<file path="config.mk">
export PLATFORM = sky130hd
export DESIGN_NAME = rv32i_multicycle_controller
export DESIGN_NICKNAME = d
export VERILOG_FILES = /design/src/rtl/rv32i_multicycle_pkg.sv /design/src/rtl/rv32i_alu_decoder.sv /design/src/rtl/rv32i_multicycle_controller.sv
export SDC_FILE = /design/constraint.sdc
export NUM_CORES = 1
export LEC_CHECK = 0
export CORE_UTILIZATION = 38
export DETAILED_ROUTE_END_ITERATION = 6
export GPL_TIMING_DRIVEN = 0
export PLACE_DENSITY_LB_ADDON = 0.3
export SLEW_MARGIN = 15
export SYNTH_ARGS = -nofsm -noshare
export SYNTH_HDL_FRONTEND = slang
export SYNTH_HIERARCHICAL = 1
export SYNTH_SLANG_ARGS = --single-unit
</file>
<file path="constraint.sdc">
create_clock -name clk -period 2.1 [get_ports clk]
set_clock_uncertainty 0.15 [all_clocks]
set_input_delay 0.315 -clock clk [delete_from_list [all_inputs] [get_ports clk]]
set_output_delay 0.315 -clock clk [all_outputs]
set_load 0.01 [all_outputs]
</file>
<file path="src/rtl/rv32i_multicycle_pkg.sv">
// Shared types for the RV32I multicycle control unit:
// FSM states, datapath select encodings, opcodes and ALU ops.
package rv32i_multicycle_pkg;

  typedef enum logic [3:0] {
    S_FETCH         = 4'h0,
    S_DECODE        = 4'h1,
    S_EXECUTE_R     = 4'h2,
    S_EXECUTE_I     = 4'h3,
    S_ALU_WRITEBACK = 4'h4,
    S_MEM_ADDR      = 4'h5,
    S_MEM_READ      = 4'h6,
    S_MEM_WRITE     = 4'h7,
    S_MEM_WRITEBACK = 4'h8,
    S_BRANCH        = 4'h9,
    S_JAL           = 4'hA,
    S_JALR          = 4'hB,
    S_LINK          = 4'hC,
    S_LUI           = 4'hD,
    S_AUIPC         = 4'hE,
    S_ERROR         = 4'hF
  } state_e;

  typedef enum logic [1:0] {
    SRC_A_PC     = 2'd0,
    SRC_A_RF     = 2'd1,
    SRC_A_OLD_PC = 2'd2,
    SRC_A_ZERO   = 2'd3
  } alu_src_a_e;

  typedef enum logic [1:0] {
    SRC_B_RF   = 2'd0,
    SRC_B_IMM  = 2'd1,
    SRC_B_FOUR = 2'd2
  } alu_src_b_e;

  typedef enum logic [1:0] {
    RES_ALU      = 2'd0,
    RES_MEM_DATA = 2'd1,
    RES_ALU_LAST = 2'd2
  } result_src_e;

  typedef enum logic [2:0] {
    IMM_I = 3'd0,
    IMM_S = 3'd1,
    IMM_B = 3'd2,
    IMM_J = 3'd3,
    IMM_U = 3'd4
  } imm_src_e;

  typedef enum logic {
    MEM_SRC_PC     = 1'b0,
    MEM_SRC_RESULT = 1'b1
  } mem_src_e;

  typedef enum logic [3:0] {
    ALU_ADD  = 4'd0,
    ALU_SUB  = 4'd1,
    ALU_SLL  = 4'd2,
    ALU_SLT  = 4'd3,
    ALU_SLTU = 4'd4,
    ALU_XOR  = 4'd5,
    ALU_SRL  = 4'd6,
    ALU_SRA  = 4'd7,
    ALU_OR   = 4'd8,
    ALU_AND  = 4'd9
  } alu_op_e;

  typedef enum logic [1:0] {
    CLS_ADD = 2'd0,
    CLS_SUB = 2'd1,
    CLS_R   = 2'd2,
    CLS_I   = 2'd3
  } alu_cls_e;

  localparam logic [6:0] OP_R     = 7'b0110011;
  localparam logic [6:0] OP_I     = 7'b0010011;
  localparam logic [6:0] OP_LOAD  = 7'b0000011;
  localparam logic [6:0] OP_STORE = 7'b0100011;
  localparam logic [6:0] OP_BR    = 7'b1100011;
  localparam logic [6:0] OP_JAL   = 7'b1101111;
  localparam logic [6:0] OP_JALR  = 7'b1100111;
  localparam logic [6:0] OP_LUI   = 7'b0110111;
  localparam logic [6:0] OP_AUIPC = 7'b0010111;

endpackage

</file>
<file path="src/rtl/rv32i_alu_decoder.sv">
// ALU operation decoder: op class plus funct3/funct7[5]
// to the ALU control code.
module rv32i_alu_decoder
  import rv32i_multicycle_pkg::*;
#(
  parameter int ALU_CTRL_W = 4
) (
  input  alu_cls_e              cls,
  input  logic [2:0]            funct3,
  input  logic                  f7_b5,
  output logic [ALU_CTRL_W-1:0] alu_control
);

  alu_op_e op_w;

  // map class and function fields to an ALU op
  always_comb begin
    op_w = ALU_ADD;
    unique case (cls)
      CLS_ADD: op_w = ALU_ADD;
      CLS_SUB: op_w = ALU_SUB;
      default: begin
        unique case (funct3)
          3'b000:  op_w = (cls == CLS_R && f7_b5) ? ALU_SUB : ALU_ADD;
          3'b001:  op_w = ALU_SLL;
          3'b010:  op_w = ALU_SLT;
          3'b011:  op_w = ALU_SLTU;
          3'b100:  op_w = ALU_XOR;
          3'b101:  op_w = f7_b5 ? ALU_SRA : ALU_SRL;
          3'b110:  op_w = ALU_OR;
          default: op_w = ALU_AND;
        endcase
      end
    endcase
    alu_control = ALU_CTRL_W'(op_w);
  end

endmodule

</file>
<file path="src/rtl/rv32i_multicycle_controller.sv">
// RV32I multicycle control FSM: datapath selects, enables,
// memory handshake with timeout, stall and sticky error.
module rv32i_multicycle_controller
  import rv32i_multicycle_pkg::*;
#(
  parameter int MEM_TIMEOUT   = 16,
  parameter int STRICT_DECODE = 1,
  parameter int ALU_CTRL_W    = 4
) (
  input  logic                  clk,
  input  logic                  rst,
  input  logic                  ena,
  input  logic [6:0]            op,
  input  logic [2:0]            funct3,
  input  logic [6:0]            funct7,
  input  logic                  alu_zero,
  input  logic                  alu_lt,
  input  logic                  alu_ltu,
  input  logic                  mem_ready,
  output logic                  mem_req,
  output logic                  mem_wr_ena,
  output logic                  mem_src,
  output logic                  PC_ena,
  output logic                  IR_write,
  output logic                  ALU_ena,
  output logic                  mem_data_ena,
  output logic                  reg_write,
  output logic [1:0]            alu_src_a,
  output logic [1:0]            alu_src_b,
  output logic [1:0]            result_src,
  output logic [2:0]            immediate_src,
  output logic [ALU_CTRL_W-1:0] alu_control,
  output logic                  jalr_clr_lsb,
  output logic                  instr_retired,
  output logic                  error,
  output logic [3:0]            state
);

  localparam int CNT_W =
    (MEM_TIMEOUT > 0) ? $clog2(MEM_TIMEOUT + 1) : 1;
  localparam logic [CNT_W-1:0] CNT_LIM =
    CNT_W'((MEM_TIMEOUT > 0) ? MEM_TIMEOUT - 1 : 0);

  state_e           state_q, state_d;
  logic [CNT_W-1:0] cnt_q, cnt_d;
  alu_src_a_e       a_sel;
  alu_src_b_e       b_sel;
  result_src_e      res_sel;
  imm_src_e         imm_sel;
  mem_src_e         msrc;
  alu_cls_e         cls;
  logic             br_taken, br_bad;
  logic             f7_ok, mem_st, go;

  rv32i_alu_decoder #(.ALU_CTRL_W(ALU_CTRL_W)) u_alu_dec (
    .cls         (cls),
    .funct3      (funct3),
    .f7_b5       (funct7[5]),
    .alu_control (alu_control)
  );

  // state register and wait-state counter
  always_ff @(posedge clk or negedge rst) begin
    if (!rst) begin
      state_q <= S_FETCH;
      cnt_q   <= '0;
    end else begin
      state_q <= state_d;
      cnt_q   <= cnt_d;
    end
  end

  // branch condition from funct3 and ALU flags
  always_comb begin
    br_taken = 1'b0;
    br_bad   = 1'b0;
    unique case (funct3)
      3'b000:  br_taken = alu_zero;
      3'b001:  br_taken = !alu_zero;
      3'b100:  br_taken = alu_lt;
      3'b101:  br_taken = !alu_lt;
      3'b110:  br_taken = alu_ltu;
      3'b111:  br_taken = !alu_ltu;
      default: br_bad   = 1'b1;
    endcase
  end

  assign f7_ok  = (STRICT_DECODE == 0) ||
                  (funct7 == 7'h00) || (funct7 == 7'h20);
  assign mem_st = (state_q == S_FETCH) ||
                  (state_q == S_MEM_READ) ||
                  (state_q == S_MEM_WRITE);
  assign go     = ena && rst;

  // next state, selects and strobes
  always_comb begin
    state_d       = state_q;
    cnt_d         = '0;
    mem_req       = 1'b0;
    mem_wr_ena    = 1'b0;
    PC_ena        = 1'b0;
    IR_write      = 1'b0;
    ALU_ena       = 1'b0;
    mem_data_ena  = 1'b0;
    reg_write     = 1'b0;
    instr_retired = 1'b0;
    jalr_clr_lsb  = 1'b0;
    a_sel         = SRC_A_PC;
    b_sel         = SRC_B_RF;
    res_sel       = RES_ALU;
    imm_sel       = IMM_I;
    msrc          = MEM_SRC_PC;
    cls           = CLS_ADD;
    unique case (state_q)
      S_FETCH: begin
        mem_req = 1'b1;
        b_sel   = SRC_B_FOUR;
        if (mem_ready) begin
          IR_write = 1'b1;
          PC_ena   = 1'b1;
          state_d  = S_DECODE;
        end
      end
      S_DECODE: begin
        a_sel   = SRC_A_OLD_PC;
        b_sel   = SRC_B_IMM;
        imm_sel = (op == OP_JAL) ? IMM_J : IMM_B;
        ALU_ena = 1'b1;
        unique case (op)
          OP_R:     state_d = f7_ok ? S_EXECUTE_R : S_ERROR;
          OP_I:     state_d = S_EXECUTE_I;
          OP_LOAD:  state_d = S_MEM_ADDR;
          OP_STORE: state_d = S_MEM_ADDR;
          OP_BR:    state_d = S_BRANCH;
          OP_JAL:   state_d = S_JAL;
          OP_JALR:  state_d = S_JALR;
          OP_LUI:   state_d = S_LUI;
          OP_AUIPC: state_d = S_AUIPC;
          default:  state_d = S_ERROR;
        endcase
      end
      S_EXECUTE_R: begin
        a_sel   = SRC_A_RF;
        cls     = CLS_R;
        ALU_ena = 1'b1;
        state_d = S_ALU_WRITEBACK;
      end
      S_EXECUTE_I: begin
        a_sel   = SRC_A_RF;
        b_sel   = SRC_B_IMM;
        cls     = CLS_I;
        ALU_ena = 1'b1;
        state_d = S_ALU_WRITEBACK;
      end
      S_ALU_WRITEBACK: begin
        res_sel   = RES_ALU_LAST;
        reg_write = 1'b1;
        state_d   = S_FETCH;
      end
      S_MEM_ADDR: begin
        a_sel   = SRC_A_RF;
        b_sel   = SRC_B_IMM;
        imm_sel = (op == OP_STORE) ? IMM_S : IMM_I;
        ALU_ena = 1'b1;
        state_d = (op == OP_STORE) ? S_MEM_WRITE : S_MEM_READ;
      end
      S_MEM_READ: begin
        mem_req = 1'b1;
        msrc    = MEM_SRC_RESULT;
        res_sel = RES_ALU_LAST;
        if (mem_ready) begin
          mem_data_ena = 1'b1;
          state_d      = S_MEM_WRITEBACK;
        end
      end
      S_MEM_WRITE: begin
        mem_req    = 1'b1;
        mem_wr_ena = 1'b1;
        msrc       = MEM_SRC_RESULT;
        res_sel    = RES_ALU_LAST;
        if (mem_ready) state_d = S_FETCH;
      end
      S_MEM_WRITEBACK: begin
        res_sel   = RES_MEM_DATA;
        reg_write = 1'b1;
        state_d   = S_FETCH;
      end
      S_BRANCH: begin
        a_sel   = SRC_A_RF;
        imm_sel = IMM_B;
        cls     = CLS_SUB;
        if (br_bad) begin
          state_d = S_ERROR;
        end else begin
          state_d = S_FETCH;
          if (br_taken) begin
            PC_ena  = 1'b1;
            res_sel = RES_ALU_LAST;
          end
        end
      end
      S_JAL: begin
        imm_sel = IMM_J;
        PC_ena  = 1'b1;
        res_sel = RES_ALU_LAST;
        state_d = S_LINK;
      end
      S_JALR: begin
        a_sel        = SRC_A_RF;
        b_sel        = SRC_B_IMM;
        PC_ena       = 1'b1;
        jalr_clr_lsb = 1'b1;
        state_d      = S_LINK;
      end
      S_LINK: begin
        a_sel   = SRC_A_OLD_PC;
        b_sel   = SRC_B_FOUR;
        ALU_ena = 1'b1;
        state_d = S_ALU_WRITEBACK;
      end
      S_LUI: begin
        a_sel   = SRC_A_ZERO;
        b_sel   = SRC_B_IMM;
        imm_sel = IMM_U;
        ALU_ena = 1'b1;
        state_d = S_ALU_WRITEBACK;
      end
      S_AUIPC: begin
        a_sel   = SRC_A_OLD_PC;
        b_sel   = SRC_B_IMM;
        imm_sel = IMM_U;
        ALU_ena = 1'b1;
        state_d = S_ALU_WRITEBACK;
      end
      default: state_d = S_ERROR;
    endcase
    if (mem_st && !mem_ready) begin
      cnt_d = cnt_q + 1'b1;
      if (MEM_TIMEOUT != 0 && cnt_q == CNT_LIM) begin
        state_d = S_ERROR;
        cnt_d   = '0;
      end
    end
    if (!ena) begin
      state_d = state_q;
      cnt_d   = cnt_q;
    end
    instr_retired = (state_d == S_FETCH) && (state_q != S_FETCH);
    if (!go) begin
      mem_req       = 1'b0;
      mem_wr_ena    = 1'b0;
      PC_ena        = 1'b0;
      IR_write      = 1'b0;
      ALU_ena       = 1'b0;
      mem_data_ena  = 1'b0;
      reg_write     = 1'b0;
      instr_retired = 1'b0;
    end
  end

  assign alu_src_a     = a_sel;
  assign alu_src_b     = b_sel;
  assign result_src    = res_sel;
  assign immediate_src = imm_sel;
  assign mem_src       = msrc;
  assign error         = (state_q == S_ERROR);
  assign state         = state_q;

endmodule

</file>
# --- Yosys cells after proc, flatten, opt, wreduce, memory -nomap -nowiden ---
# Cells that the tools add are included.
classes:
  add_sub_neg: 1
  eq_ne: 35
  mux: 47
  n_reduce_logical: 31
op_table:
  columns: ["operator", "n"]
  rows:
  - ["$pmux W4 S9", 1]
  - ["$eq A4 B4 Y1 const B", 8]
  - ["$mux W4", 8]
  - ["$pmux W4 S8", 1]
  - ["$eq A7 B6 Y1 const B", 4]
  - ["$pmux W4 S7", 1]
  - ["$mux W1", 24]
  - ["$eq A7 B7 Y1 const B", 3]
  - ["$pmux W2 S3", 3]
  - ["$eq A4 B3 Y1 const B", 4]
  - ["$pmux W3 S5", 1]
  - ["$eq A7 B5 Y1 const B", 2]
  - ["$eq A3 B3 Y1 const B", 4]
  - ["$reduce_or A2 Y1", 6]
  - ["$reduce_or A6 Y1", 2]
  - ["$mux W5", 2]
  - ["$reduce_or A5 Y1", 2]
  - ["$eq A4 B2 Y1 const B", 2]
  - ["$logic_not A4 Y1", 2]
  - ["$pmux W4 S2", 1]
  - ["$eq A7 B2 Y1 const B", 1]
  - ["$logic_not A7 Y1", 1]
  - ["$reduce_or A7 Y1", 1]
  - ["$eq A3 B2 Y1 const B", 2]
  - ["18 further kinds", 28]
totals:
  ff_bits: 9
  inputBits: 24
  output_inout_bits: 28
  wordCells: 116

# --- Depth between registers and ports, before layout ---
# Gate-level depths: netlist of run 1.
logic_depth:
  word_depth: 11
  depth_mapped: 8
  depth_no_buf: 7

# --- Cells and area by module ---
# The synthesis of run 1 kept the hierarchy.
by_module_without_submodules:
  columns: ["module", "n_inst", "cells_each", "area_per_inst_um2", "seq_area_each_um2"]
  rows:
  - ["rv32i_multicycle_controller", 1, 158, 1081.0, 225.2]
  - ["rv32i_alu_decoder", 1, 13, 100.1, 0.0]

# --- Worst setup path before layout of run 1 ---
# OpenSTA, ideal clock, no wires.
synth_path:
  path_kind: "input to output"
  start: "input port op[2]"
  end: "output port instr_retired"
  arrival_time_ns: 1.975
  t_required_ns: 1.635
  setup_slack_ns: -0.340
  stages: 5
  n_path_buf: 1
  path_cell_list: "buf_6 or4_4 or4_1 a21o_1 nor4_2"
synth_via:
  elab_chain_cells: 10
  elab_cells_between_ends: 19
  classes_between: "eq/ne (9); mux (7); reduce/logical (3)"
synth_lines:
  columns: ["item", "line", "text"]
  rows:
  - ["from (decl)", "rv32i_multicycle_controller.sv:13", "input logic [6:0] op,"]
  - ["$eq A7 B6 Y1 / $eq A7 B2 Y1 (equally long branches)", "rv32i_multicycle_controller.sv:129, rv32i_multicycle_controller.sv:165", null]
  - ["$reduce_or A2 Y1 (no line)", null, null]
  - ["$pmux W4 S8", "rv32i_multicycle_controller.sv:129", "unique case (op)"]
  - ["$pmux W4 S9 *", "rv32i_multicycle_controller.sv:114", "unique case (state_q)"]
  - ["$mux W4", "rv32i_multicycle_controller.sv:239", "if (MEM_TIMEOUT != 0 && cnt_q == CNT_LIM) begin"]
  - ["$mux W4 *", "rv32i_multicycle_controller.sv:237", "if (mem_st && !mem_ready) begin"]
  - ["$mux W4 *", "rv32i_multicycle_controller.sv:244", "if (!ena) begin"]
  - ["via state_d[0]", "rv32i_multicycle_controller.sv:44", "state_e state_q, state_d;"]
  - ["$logic_not A4 Y1 *", "rv32i_multicycle_controller.sv:248", "instr_retired = (state_d == S_FETCH) && (state_q != S_FETCH);"]
  - ["$logic_and A1 B1 Y1 *", "rv32i_multicycle_controller.sv:248", null]
  - ["$mux W1 *", "rv32i_multicycle_controller.sv:249", "if (!go) begin"]
  - ["to (decl)", "rv32i_multicycle_controller.sv:34", "output logic instr_retired,"]
# The timed path passes the listed nets; every way through them passes the cells marked *.

# --- Worst setup path after layout of run 1 ---
layout_path:
  start: "register state_q[2] (netlist: state[2])"
  end: "output port instr_retired"
layout_via:
  elab_chain_cells: 9
  elab_cells_between_ends: 32
  classes_between: "eq/ne (14); mux (8); reduce/logical (10)"
layout_lines:
  columns: ["item", "line", "text"]
  rows:
  - ["from (decl)", "rv32i_multicycle_controller.sv:44", null]
  - ["from (signal assigned)", "rv32i_multicycle_controller.sv:68", "state_q <= state_d;"]
  - ["$eq A4 B4 Y1, or another cell as far along", "rv32i_multicycle_controller.sv:114", null]
  - ["$reduce_or A5 Y1 (no line), or another cell as far along", null, null]
  - ["$pmux W4 S9 / $logic_or A1 B1 Y1 (equally long branches)", "rv32i_multicycle_controller.sv:114, rv32i_multicycle_controller.sv:91", null]
  - ["$mux W4 / $logic_and A1 B1 Y1 (equally long branches)", "rv32i_multicycle_controller.sv:239, rv32i_multicycle_controller.sv:237", null]
  - ["$mux W4 *", "rv32i_multicycle_controller.sv:237", null]
  - ["$mux W4 *", "rv32i_multicycle_controller.sv:244", null]
  - ["via state_d[0]", "rv32i_multicycle_controller.sv:44", null]
  - ["$logic_not A4 Y1 *", "rv32i_multicycle_controller.sv:248", null]
  - ["$logic_and A1 B1 Y1 *", "rv32i_multicycle_controller.sv:248", null]
  - ["$mux W1 *", "rv32i_multicycle_controller.sv:249", null]
# Marks and branches as above.

==> impl_metrics.env, run 1 <==
export IMPL_synth_distinct_cells=45
export IMPL_wirelength_um=6796
export IMPL_synth_fa_ha_area_frac=0.01059
export IMPL_worst_skew_pair_late_latency_ns=0.29
export IMPL_cpPeakStageDelay_ns=0.44
export IMPL_wl_per_cell_um=22.58
export IMPL_cts_max_path_buffers=2
export IMPL_gp_congestion=0.9352
export IMPL_grt_pass1_vias=1866
export IMPL_critPathLaunchType="register"
export IMPL_critPathRequiredTime_ns=1.63
export IMPL_synth_compound_area_frac=0.2638
export IMPL_hold_class="in -> reg"
export IMPL_vias=1921
export IMPL_power_switching_w=0.001447
export IMPL_grt_antenna_before_repair=0
export IMPL_n_antenna_cell=0
export IMPL_drive_gt1_frac=0.5111
export IMPL_failed_checks="design-rule violations, negative setup slack"
export IMPL_swShare=0.4868
export IMPL_dp_hpwl_um=2724
export IMPL_clockPowerShare=0.051
export IMPL_critPathCaptureType="output port"
export IMPL_gr_total_overflow=0
export IMPL_synth_seq_cells=9
export IMPL_synthSimpleGateAreaFrac=0.3803
export IMPL_setup_viol=21
export IMPL_maxClockFrequency_ghz=0.3685
export IMPL_p_comb_frac=0.853
export IMPL_synth_edf_count=0
export IMPL_tightest_slew_ns=0.4543
export IMPL_p_int_w=0.001525
export IMPL_io_buffers=50
export IMPL_critPathArrivalTime_ns=2.25
export IMPL_route_detailed_drc=4
export IMPL_crit_fanout=5
export IMPL_synthArstFlopShare=1.000
export IMPL_slew_headroom=0.6961
export IMPL_cts_tree="built"
export IMPL_path_clk_slew_ns=0.06
export IMPL_core_area_mm2=0.002853
export IMPL_rows=19
export IMPL_cts_made_buffers=3
export IMPL_cts_htree_levels=1
export IMPL_synthMuxAreaShare=0.05297
export IMPL_ys_seq_area_frac=0.1907
export IMPL_fin_util=0.8522
export IMPL_finalCritPeriodShare=1.292
export IMPL_postSynthNetCount=196
export IMPL_path_class="reg -> out"
export IMPL_clock_sinks=9
export IMPL_synth_avg_cell_area_um2=6.907
export IMPL_power_w=0.002972
export IMPL_p_leak_nw=1.127
export IMPL_pre_cts_ws_ns=-1.147
export IMPL_grt_use_total=0.3920
export IMPL_antenna_left=0
export IMPL_start_util=0.4140
export IMPL_synth_cells=171
export IMPL_status="finished with violations"
export IMPL_maxSlewViolCount=0
export IMPL_p_per_area_mw_per_mm2=1222
export IMPL_n_fill_cell=147
export IMPL_io_pins=52
export IMPL_grt_pass1_wl_um=9508
export IMPL_period_needed_ns=2.714
export IMPL_die_x_um=57.75
export IMPL_drt_first_pass_iters=7
export IMPL_vias_per_cell=6.382
export IMPL_post_synth_instance_area_mm2=0.001181
export IMPL_area_growth_pct=105.8
export IMPL_fp_dieH_um=57.75
export IMPL_path_cells="clkbuf_8 > buf_4 > buf_6 > nand3_1 > mux2_2 > o32a_2 > a21oi_2 > a21o_1 > nor4_4 > buf_2"
export IMPL_die_area_mm2=0.003335
export IMPL_synth_xor_area_frac=0.03708
export IMPL_grt_max_degree=12
export IMPL_rsz0062_at_grt="true"
export IMPL_peakVddDrop_v=0.0008416
export IMPL_first_iter_violations=193
export IMPL_layout_nets=296
export IMPL_cp_buffers_inverters=4
export IMPL_cp_top_family="buffers and inverters"
export IMPL_synth_top_family_by_area="simple AND/OR/NAND/NOR gates"
export IMPL_setup_slack_ns=-0.6137
export IMPL_ys_warn_count=6
export IMPL_cts_root_buffer="clkbuf_4"
export IMPL_critPathSlowestCell="dfrtp_2"
export IMPL_synth_flop_cell="dfrtp_1"
export IMPL_maxCapViolations=0
export IMPL_finalHoldViolations=0
export IMPL_power_frac_seq=0.097
==> tightest hold or removal path: stages <==
cell	delay, ns
buf_6	0.10
or4_4	0.12
or4_1	0.09
a21o_1	0.16
==> logic make-up after synthesis <==
| logic type | after synthesis |
|---|---|
| simple gates | 85 |
| compound gates | 47 |
| buf+inv | 18 |
| flops | 9 |
| mux | 6 |
| xor+xnor | 5 |
| fa+ha+maj | 1 |
==> worst paths after layout <==
path	start	to	slack [ns]	cells after the start
worst max-delay path	state[2]$_DFF_PN0_	instr_retired	-0.61	10
worst min-delay path	op[2]	state[0]$_DFF_PN0_	0.41	4
worst max register to register	state[2]$_DFF_PN0_	state[3]$_DFF_PN0_	-0.61	14
worst min register to register	cnt_q[4]$_DFFE_PN0P_	cnt_q[4]$_DFFE_PN0P_	0.44	1
max in group asynchronous	rst	state[2]$_DFF_PN0_	0.85	2
min in group asynchronous	rst	cnt_q[3]$_DFFE_PN0P_	0.61	2
==> stage by stage <==
| stage | instance area, µm² | TNS, ns | hold WS [ns] | instances |
|---|---|---|---|---|
| finish | 2431 | -4.031 | 0.4114 | 301 |
| global route | 2431 | -5.498 | 0.4287 | 301 |
| CTS | 2312 | -1.863 | 0.3847 | 299 |
| detailed placement | 1769 | -10.83 | 0.3503 | 252 |
| global placement | 1769 | -10.50 | 0.3441 | 252 |
| floorplan | 1230 | -0.1492 | -0.1306 | 171 |
==> final cells by class <==
cell class,instances,area (µm²),area share
Sequential cell,9,227.7,0.09367
Clock buffer,4,26.28,0.01081
Tap cell,31,38.79,0.01595
Inverter,8,35.03,0.01441
Timing Repair Buffer,96,798.3,0.3284
Buffer,9,150.1,0.06176
Multi-Input combinational cell,144,1155,0.4750
==> power by group through the flow <==
stage	combinational (W)	clock [W]	sequential (W)
global placement	0.00130	0	0.000269
floorplan	0.000768	0	0.000273
global route	0.00262	0.000169	0.000290
detailed placement	0.00131	0	0.000269
finish	0.00253	0.000151	0.000287
CTS	0.00206	0.000141	0.000271
==> cells in the final DEF (no fill, tap or decap), types with 3 or more instances in the layout <==
master,synthesis,final
a21oi_2,0,5
a21oi_1,11,6
nor2_1,17,13
dfrtp_1,9,7
clkbuf_16,0,3
xor2_1,4,4
o21ai_1,0,4
nand2_1,19,13
nand2_4,0,5
o21ai_0,11,3
nand3_2,0,3
clkbuf_4,0,3
o21a_1,3,3
clkdlybuf4s15_1,0,3
o21ai_2,0,4
buf_2,1,13
nor2b_1,6,3
inv_1,8,6
mux2i_1,4,4
clkdlybuf4s15_2,0,4
buf_6,1,14
a211oi_1,6,3
clkbuf_8,0,3
buf_4,0,38
nor3_2,0,5
clkdlybuf4s50_1,0,9
nand3_1,9,6
dlygate4sd2_1,0,15
==> synth_stat cells (3+ instances only) <==
| master | number | area, µm² |
|---|---|---|
| nand2_1 | 19 | 71.32 |
| nor2_1 | 17 | 63.81 |
| a21oi_1 | 11 | 55.05 |
| o21ai_0 | 11 | 55.05 |
| dfrtp_1 | 9 | 225.2 |
| nand3_1 | 9 | 45.04 |
| clkbuf_1 | 8 | 30.03 |
| inv_1 | 8 | 30.03 |
| nor3_1 | 7 | 35.03 |
| a211oi_1 | 6 | 45.04 |
| nor2b_1 | 6 | 37.54 |
| mux2i_1 | 4 | 40.04 |
| nand2b_1 | 4 | 25.02 |
| xor2_1 | 4 | 35.03 |
| and2_1 | 3 | 18.77 |
| and3_1 | 3 | 18.77 |
| o21a_1 | 3 | 22.52 |
| o31ai_1 | 3 | 22.52 |
| or2_2 | 3 | 18.77 |
==> repair_timing <==
action	4_1_cts	5_1_grt
endpoints found under the hold margin	9	0
buffers inserted	43	3
hold buffers	1	0
pin swaps	24	11
gates resized for setup	175	35
endpoints found under the setup margin	23	27
==> layer usage <==
| layer | routed length [µm] | global-route usage | share of wire |
|---|---|---|---|
| met5 | 0 | 0 | 0 |
| met4 | 509 | 0.2925 | 0.075 |
| met3 | 567 | 0.1049 | 0.083 |
| met2 | 3247 | 0.6279 | 0.48 |
| met1 | 2472 | 0.4481 | 0.36 |
==> registers in the layout, indices dropped and copies added, names as in the netlist <==
register  flops
cnt_q         5
state         4
Note: power is estimated with default switching activity, not from simulation.
==> inputs of run 2 (changes only) <==
--- a/constraint.sdc
+++ b/constraint.sdc
@@ -3,3 +3,3 @@
 set_input_delay 0.315 -clock clk [delete_from_list [all_inputs] [get_ports clk]]
 set_output_delay 0.315 -clock clk [all_outputs]
-set_load 0.01 [all_outputs]
+set_load 0.02 [all_outputs]
==> impl_metrics.env, run 2 (same netlist as run 1, synthesis figures left out) <==
export IMPL_status="finished with violations"
export IMPL_failed_checks="design-rule violations, negative setup slack"
export IMPL_area_growth_pct=93.33
export IMPL_grt_use_total=0.3299
export IMPL_fin_cells=292
export IMPL_largest_reg_flops=5
export IMPL_power_frac_seq=0.109
export IMPL_peakVddDrop_v=0.0005385
export IMPL_setup_slack_ns=-0.7080
export IMPL_finalHoldViolations=0
export IMPL_critPathRequiredTime_ns=1.63
export IMPL_n_antenna_cell=0
export IMPL_gp_congestion=0.8889
export IMPL_cts_made_buffers=3
export IMPL_p_leak_nw=1.032
export IMPL_wirelength_um=5761
export IMPL_setup_viol=14
export IMPL_layout_common_cells="buf_4, buf_2, nor2_1, buf_6, nand2_1"
export IMPL_p_comb_frac=0.834
export IMPL_crit_path_frequent_cell="buf_4"
export IMPL_core_area_mm2=0.002853
export IMPL_hold_class="in -> reg"
export IMPL_die_area_mm2=0.003335
export IMPL_n_fill_cell=188
export IMPL_finalCritPeriodShare=1.337
export IMPL_wl_per_cell_um=19.73
export IMPL_crit_fanout=6
export IMPL_p_int_w=0.001342
export IMPL_path_clk_slew_ns=0.08
export IMPL_rsz0062_at_grt="true"
export IMPL_cts_tree="built"
export IMPL_tightest_slew_ns=0.4504
export IMPL_whs_path_depth=4
export IMPL_maxCapViolations=0
export IMPL_rows=19
export IMPL_start_util=0.4140
export IMPL_route_detailed_drc=4
export IMPL_layout_nets=287
export IMPL_drt_first_pass_iters=7
export IMPL_slew_headroom=0.6987
export IMPL_cts_htree_levels=1
export IMPL_cpPeakStageDelay_ns=0.45
export IMPL_dp_cells=252
export IMPL_grt_antenna_before_repair=0
export IMPL_critPathSlowestCell="dfrtp_2"
export IMPL_cp_depth=9
export IMPL_critPathLaunchType="register"
export IMPL_cp_top_family="compound AO/OA/AOI/OAI gates"
export IMPL_p_per_area_mw_per_mm2=1181
export IMPL_worst_skew_pair_late_latency_ns=0.29
export IMPL_pre_cts_ws_ns=-1.228
export IMPL_io_buffers=50
export IMPL_swShare=0.5022
export IMPL_regMostFlops="cnt_q"
export IMPL_vias=1856
export IMPL_hold_slack_ns=0.4179
export IMPL_power_switching_w=0.001354
export IMPL_dp_hpwl_um=2842
export IMPL_maxSlewViolCount=0
export IMPL_path_class="reg -> out"
export IMPL_io_pins=52
export IMPL_critPathArrivalTime_ns=2.34
export IMPL_critPathCaptureType="output port"
export IMPL_path_cells="buf_8 > buf_4 > buf_4 > nor4bb_2 > o21ai_0 > a31oi_1 > a211o_1 > nor4_4 > buf_4"
export IMPL_cts_root_buffer="clkbuf_4"
export IMPL_period_needed_ns=2.808
export IMPL_first_iter_violations=158
export IMPL_fp_dieH_um=57.75
export IMPL_cp_buffers_inverters=4
export IMPL_grt_pass1_vias=1796
export IMPL_antenna_left=0
export IMPL_cts_max_path_buffers=2
export IMPL_clock_sinks=9
export IMPL_final_common_cell="buf_4"
export IMPL_die_x_um=57.75
export IMPL_grt_max_degree=12
export IMPL_rr_worst_depth=15
export IMPL_maxClockFrequency_ghz=0.3561
export IMPL_clockPowerShare=0.058
export IMPL_gr_total_overflow=0
export IMPL_power_w=0.002696
export IMPL_grt_pass1_wl_um=8514
export IMPL_vias_per_cell=6.356
export IMPL_drive_gt1_frac=0.5402
-- run 2: cell types whose count changed in the layout (fill, tap and decap cells not counted), moves of 3 or more --
| cell | change |
|---|---|
| nand2_4 | -5 |
| clkdlybuf4s15_2 | -3 |
| dlygate4sd2_1 | -5 |
| buf_2 | +3 |
| buf_8 | +3 |
| nand2_2 | +6 |
-- run 2: power groups by stage --
stage                     Clock (W)  Combinational (W)  Sequential [W]
after floorplan                   0           0.000917        0.000316
after global placement            0            0.00148        0.000284
after detailed placement          0            0.00149        0.000285
after CTS                  0.000140            0.00187        0.000283
after global routing       0.000163            0.00234        0.000294
final                      0.000156            0.00225        0.000293
-- run 2: final timing paths --
path | start | endpoint | slack (ns)
max | state[3]$_DFF_PN0_ | instr_retired | -0.71
min | funct7[0] | state[0]$_DFF_PN0_ | 0.42
min reg2reg | cnt_q[4]$_DFFE_PN0P_ | cnt_q[4]$_DFFE_PN0P_ | 0.43
max reg2reg | state[3]$_DFF_PN0_ | state[3]$_DFF_PN0_ | -0.69
min in group asynchronous | rst | cnt_q[3]$_DFFE_PN0P_ | 0.56
max in group asynchronous | rst | state[0]$_DFF_PN0_ | 0.89
-- run 2: through the flow --
step	instance area (µm²)	TNS [ns]	util
final	2283	-2.559	0.8004
after global placement	1807	-11.66	0.6333
after floorplan	1267	-0.3506	-
after CTS	2161	-1.928	0.7575
after global routing	2283	-3.138	0.8004
after detailed placement	1807	-11.52	0.6333
-- run 2: final cells by class --
class	count	area, µm²	area share
repair buffers	87	691.9	0.3030
well taps	31	38.79	0.01699
flip-flops and latches	9	230.2	0.1008
plain buffers	9	127.6	0.05589
inverters	8	30.03	0.01315
multi-input cells	144	1139	0.4986
clock buffers	4	26.28	0.01151
-- run 2: timing repair --
| action | CTS | global route |
|---|---|---|
| pin swaps | 23 | 14 |
| endpoints found under the hold margin | 9 | 0 |
| setup endpoints to repair | 25 | 27 |
| resized for setup | 177 | 51 |
| hold buffers | 1 | 0 |
| buffers inserted | 30 | 8 |
-- run 2: worst reg2reg max path, delay by kind of cell (launching register included) --
family | cells | cell delay [ns]
AO/OA/AOI/OAI | 2 | 0.44
buffers and inverters | 12 | 1.40
flip-flops | 1 | 0.45
AND/OR/NAND/NOR | 1 | 0.29
-- run 2: layer usage --
| layer | part of all wire | track usage | vias to the layer above |
|---|---|---|---|
| li1 | - | - | 795 |
| met1 | 0.36 | 0.3856 | 870 |
| met2 | 0.50 | 0.5764 | 151 |
| met3 | 0.092 | 0.06250 | 40 |
| met4 | 0.048 | 0.1667 | 0 |
| met5 | 0 | 0 | - |
==> inputs of run 3 (changes only) <==
- CTS_CLUSTER_SIZE: default -> 16
- PLACE_DENSITY: default -> 0.75
- PLACE_DENSITY_LB_ADDON: 0.3 -> default
- SKIP_LAST_GASP: default -> 1
==> impl_metrics.env, run 3 (same netlist as run 1, synthesis figures left out) <==
export IMPL_status="finished with violations"
export IMPL_failed_checks="design-rule violations, negative setup slack"
export IMPL_critPathLaunchType="register"
export IMPL_path_class="reg -> out"
export IMPL_dp_hpwl_um=2937
export IMPL_die_x_um=57.75
export IMPL_grt_max_degree=12
export IMPL_io_pins=52
export IMPL_peakVddDrop_v=0.0005834
export IMPL_critPathArrivalTime_ns=2.22
export IMPL_die_area_mm2=0.003335
export IMPL_fp_dieH_um=57.75
export IMPL_largest_reg_flops=5
export IMPL_final_area_mm2=0.002322
export IMPL_cts_made_buffers=3
export IMPL_power_w=0.002787
export IMPL_path_clk_slew_ns=0.07
export IMPL_vias=1717
export IMPL_n_antenna_cell=0
export IMPL_io_buffers=50
export IMPL_regMostFlops="cnt_q"
export IMPL_setup_slack_ns=-0.5868
export IMPL_critPathCaptureType="output port"
export IMPL_critPathRequiredTime_ns=1.63
export IMPL_wirelength_um=5160
export IMPL_r2r_end="state[0]$_DFF_PN0_"
export IMPL_route_detailed_drc=3
export IMPL_cts_root_buffer="clkbuf_4"
export IMPL_layout_nets=284
export IMPL_cts_htree_levels=1
export IMPL_gp_congestion=0.9204
export IMPL_area_growth_pct=96.61
export IMPL_core_area_mm2=0.002853
export IMPL_grt_pass1_wl_um=7265
export IMPL_cts_tree="built"
export IMPL_rr_worst_depth=7
export IMPL_drt_first_pass_iters=6
export IMPL_r2r_start="state[0]$_DFF_PN0_"
export IMPL_dp_cells=252
export IMPL_grt_use_total=0.2811
export IMPL_p_leak_nw=1.039
export IMPL_rows=19
export IMPL_finalHoldViolations=0
export IMPL_n_fill_cell=166
export IMPL_rrSetupSlack_ns=0.03
export IMPL_rsz0062_at_grt="true"
export IMPL_worst_skew_pair_late_latency_ns=0.28
export IMPL_drive_gt1_frac=0.4845
export IMPL_min_to="cnt_q[0]$_DFFE_PN0P_"
export IMPL_final_common_cell="buf_4"
export IMPL_clock_sinks=9
export IMPL_fin_cells=289
export IMPL_gr_total_overflow=0
export IMPL_placed_area_mm2=0.001807
export IMPL_setup_viol=14
export IMPL_setup_tns_ns=-1.809
export IMPL_wl_per_cell_um=17.85
export IMPL_finalCritPeriodShare=1.279
export IMPL_whs_path_depth=1
export IMPL_min_from="cnt_q[0]$_DFFE_PN0P_"
export IMPL_maxClockFrequency_ghz=0.3722
export IMPL_first_iter_violations=114
export IMPL_fin_util=0.8140
export IMPL_p_per_area_mw_per_mm2=1200
export IMPL_regArea_um2=230.2
export IMPL_cts_max_path_buffers=2
export IMPL_grt_antenna_before_repair=0
export IMPL_period_needed_ns=2.687
export IMPL_grt_pass1_vias=1583
export IMPL_maxSlewViolCount=0
export IMPL_slew_headroom=0.7216
export IMPL_maxCapViolations=0
export IMPL_vias_per_cell=5.941
export IMPL_tightest_slew_ns=0.4163
export IMPL_antenna_left=0
export IMPL_multi_input_area_mm2=0.001144
export IMPL_crit_fanout=4
export IMPL_hold_class="reg -> reg"
export IMPL_start_util=0.4140
export IMPL_layout_common_cells="buf_4, nor2_1, nand2_1, dlygate4sd2_1"
run 3: changes by cell type in the layout (fill, tap and decap cells not counted), moves of 3 or more:
cell / delta
buf_2: -8
nand2_2: -5
buf_6: -3
nand2_1: +3
a211oi_2: +3
clkdlybuf4s15_2: +3
run 3: how the worst max path moves through the flow:
stage                       start       endpoint  slack (ns)
5_1_grt        state[1]$_DFF_PN0_  instr_retired       -0.64
4_1_cts        state[1]$_DFF_PN0_  instr_retired       -0.53
3_3_place_gp                op[5]  instr_retired       -1.27
6_report       state[0]$_DFF_PN0_  instr_retired       -0.59
3_5_place_dp                op[5]  instr_retired       -1.28
2_1_floorplan           funct7[1]  instr_retired       -0.19
run 3: routing by layer:
metal  track usage  routed length (µm)  part of all wire
met5             0                   0                 0
met4        0.1395                 151             0.029
met3       0.04688                 277             0.054
met2        0.4850                2644              0.51
met1        0.3384                2087              0.40
run 3: repair_timing:
| action | 4_1_cts | 5_1_grt |
|---|---|---|
| endpoints found under the setup margin | 25 | 25 |
| resized for setup | 165 | 49 |
| cloned | 0 | 0 |
| endpoints found under the hold margin | 9 | 0 |
| hold buffers | 1 | 0 |
| pin swaps | 21 | 19 |
| buffers inserted | 23 | 13 |
run 3: cell type report:
class,instances,share of cell area
buffer,9,0.06412
clock buffer,4,0.01131
inverter,8,0.01293
multi-input combinational,144,0.4925
sequential,9,0.09914
tap,31,0.01670
timing repair buffer,84,0.3033
run 3: where the power goes:
part	switching, W	internal, W
clock network	0.0000689	0.0000736
logic	0.00122	0.00114
registers	0.0000552	0.000221
run 3: critical path, cell delays in order (launching register included):
cell	delay, ns
dfrtp_2	0.44
or3_4	0.43
buf_6	0.14
mux2_4	0.26
o32a_4	0.19
a21oi_2	0.11
a21o_1	0.17
nor4_4	0.05
buf_4	0.16
run 3: stage by stage:
step | setup slack (ns) | hold WS (ns)
final | -0.5868 | 0.3806
after global routing | -0.6432 | 0.4064
after CTS | -0.5304 | 0.3870
after detailed placement | -1.278 | 0.3767
after global placement | -1.274 | 0.3393
after floorplan | -0.1932 | -0.1306
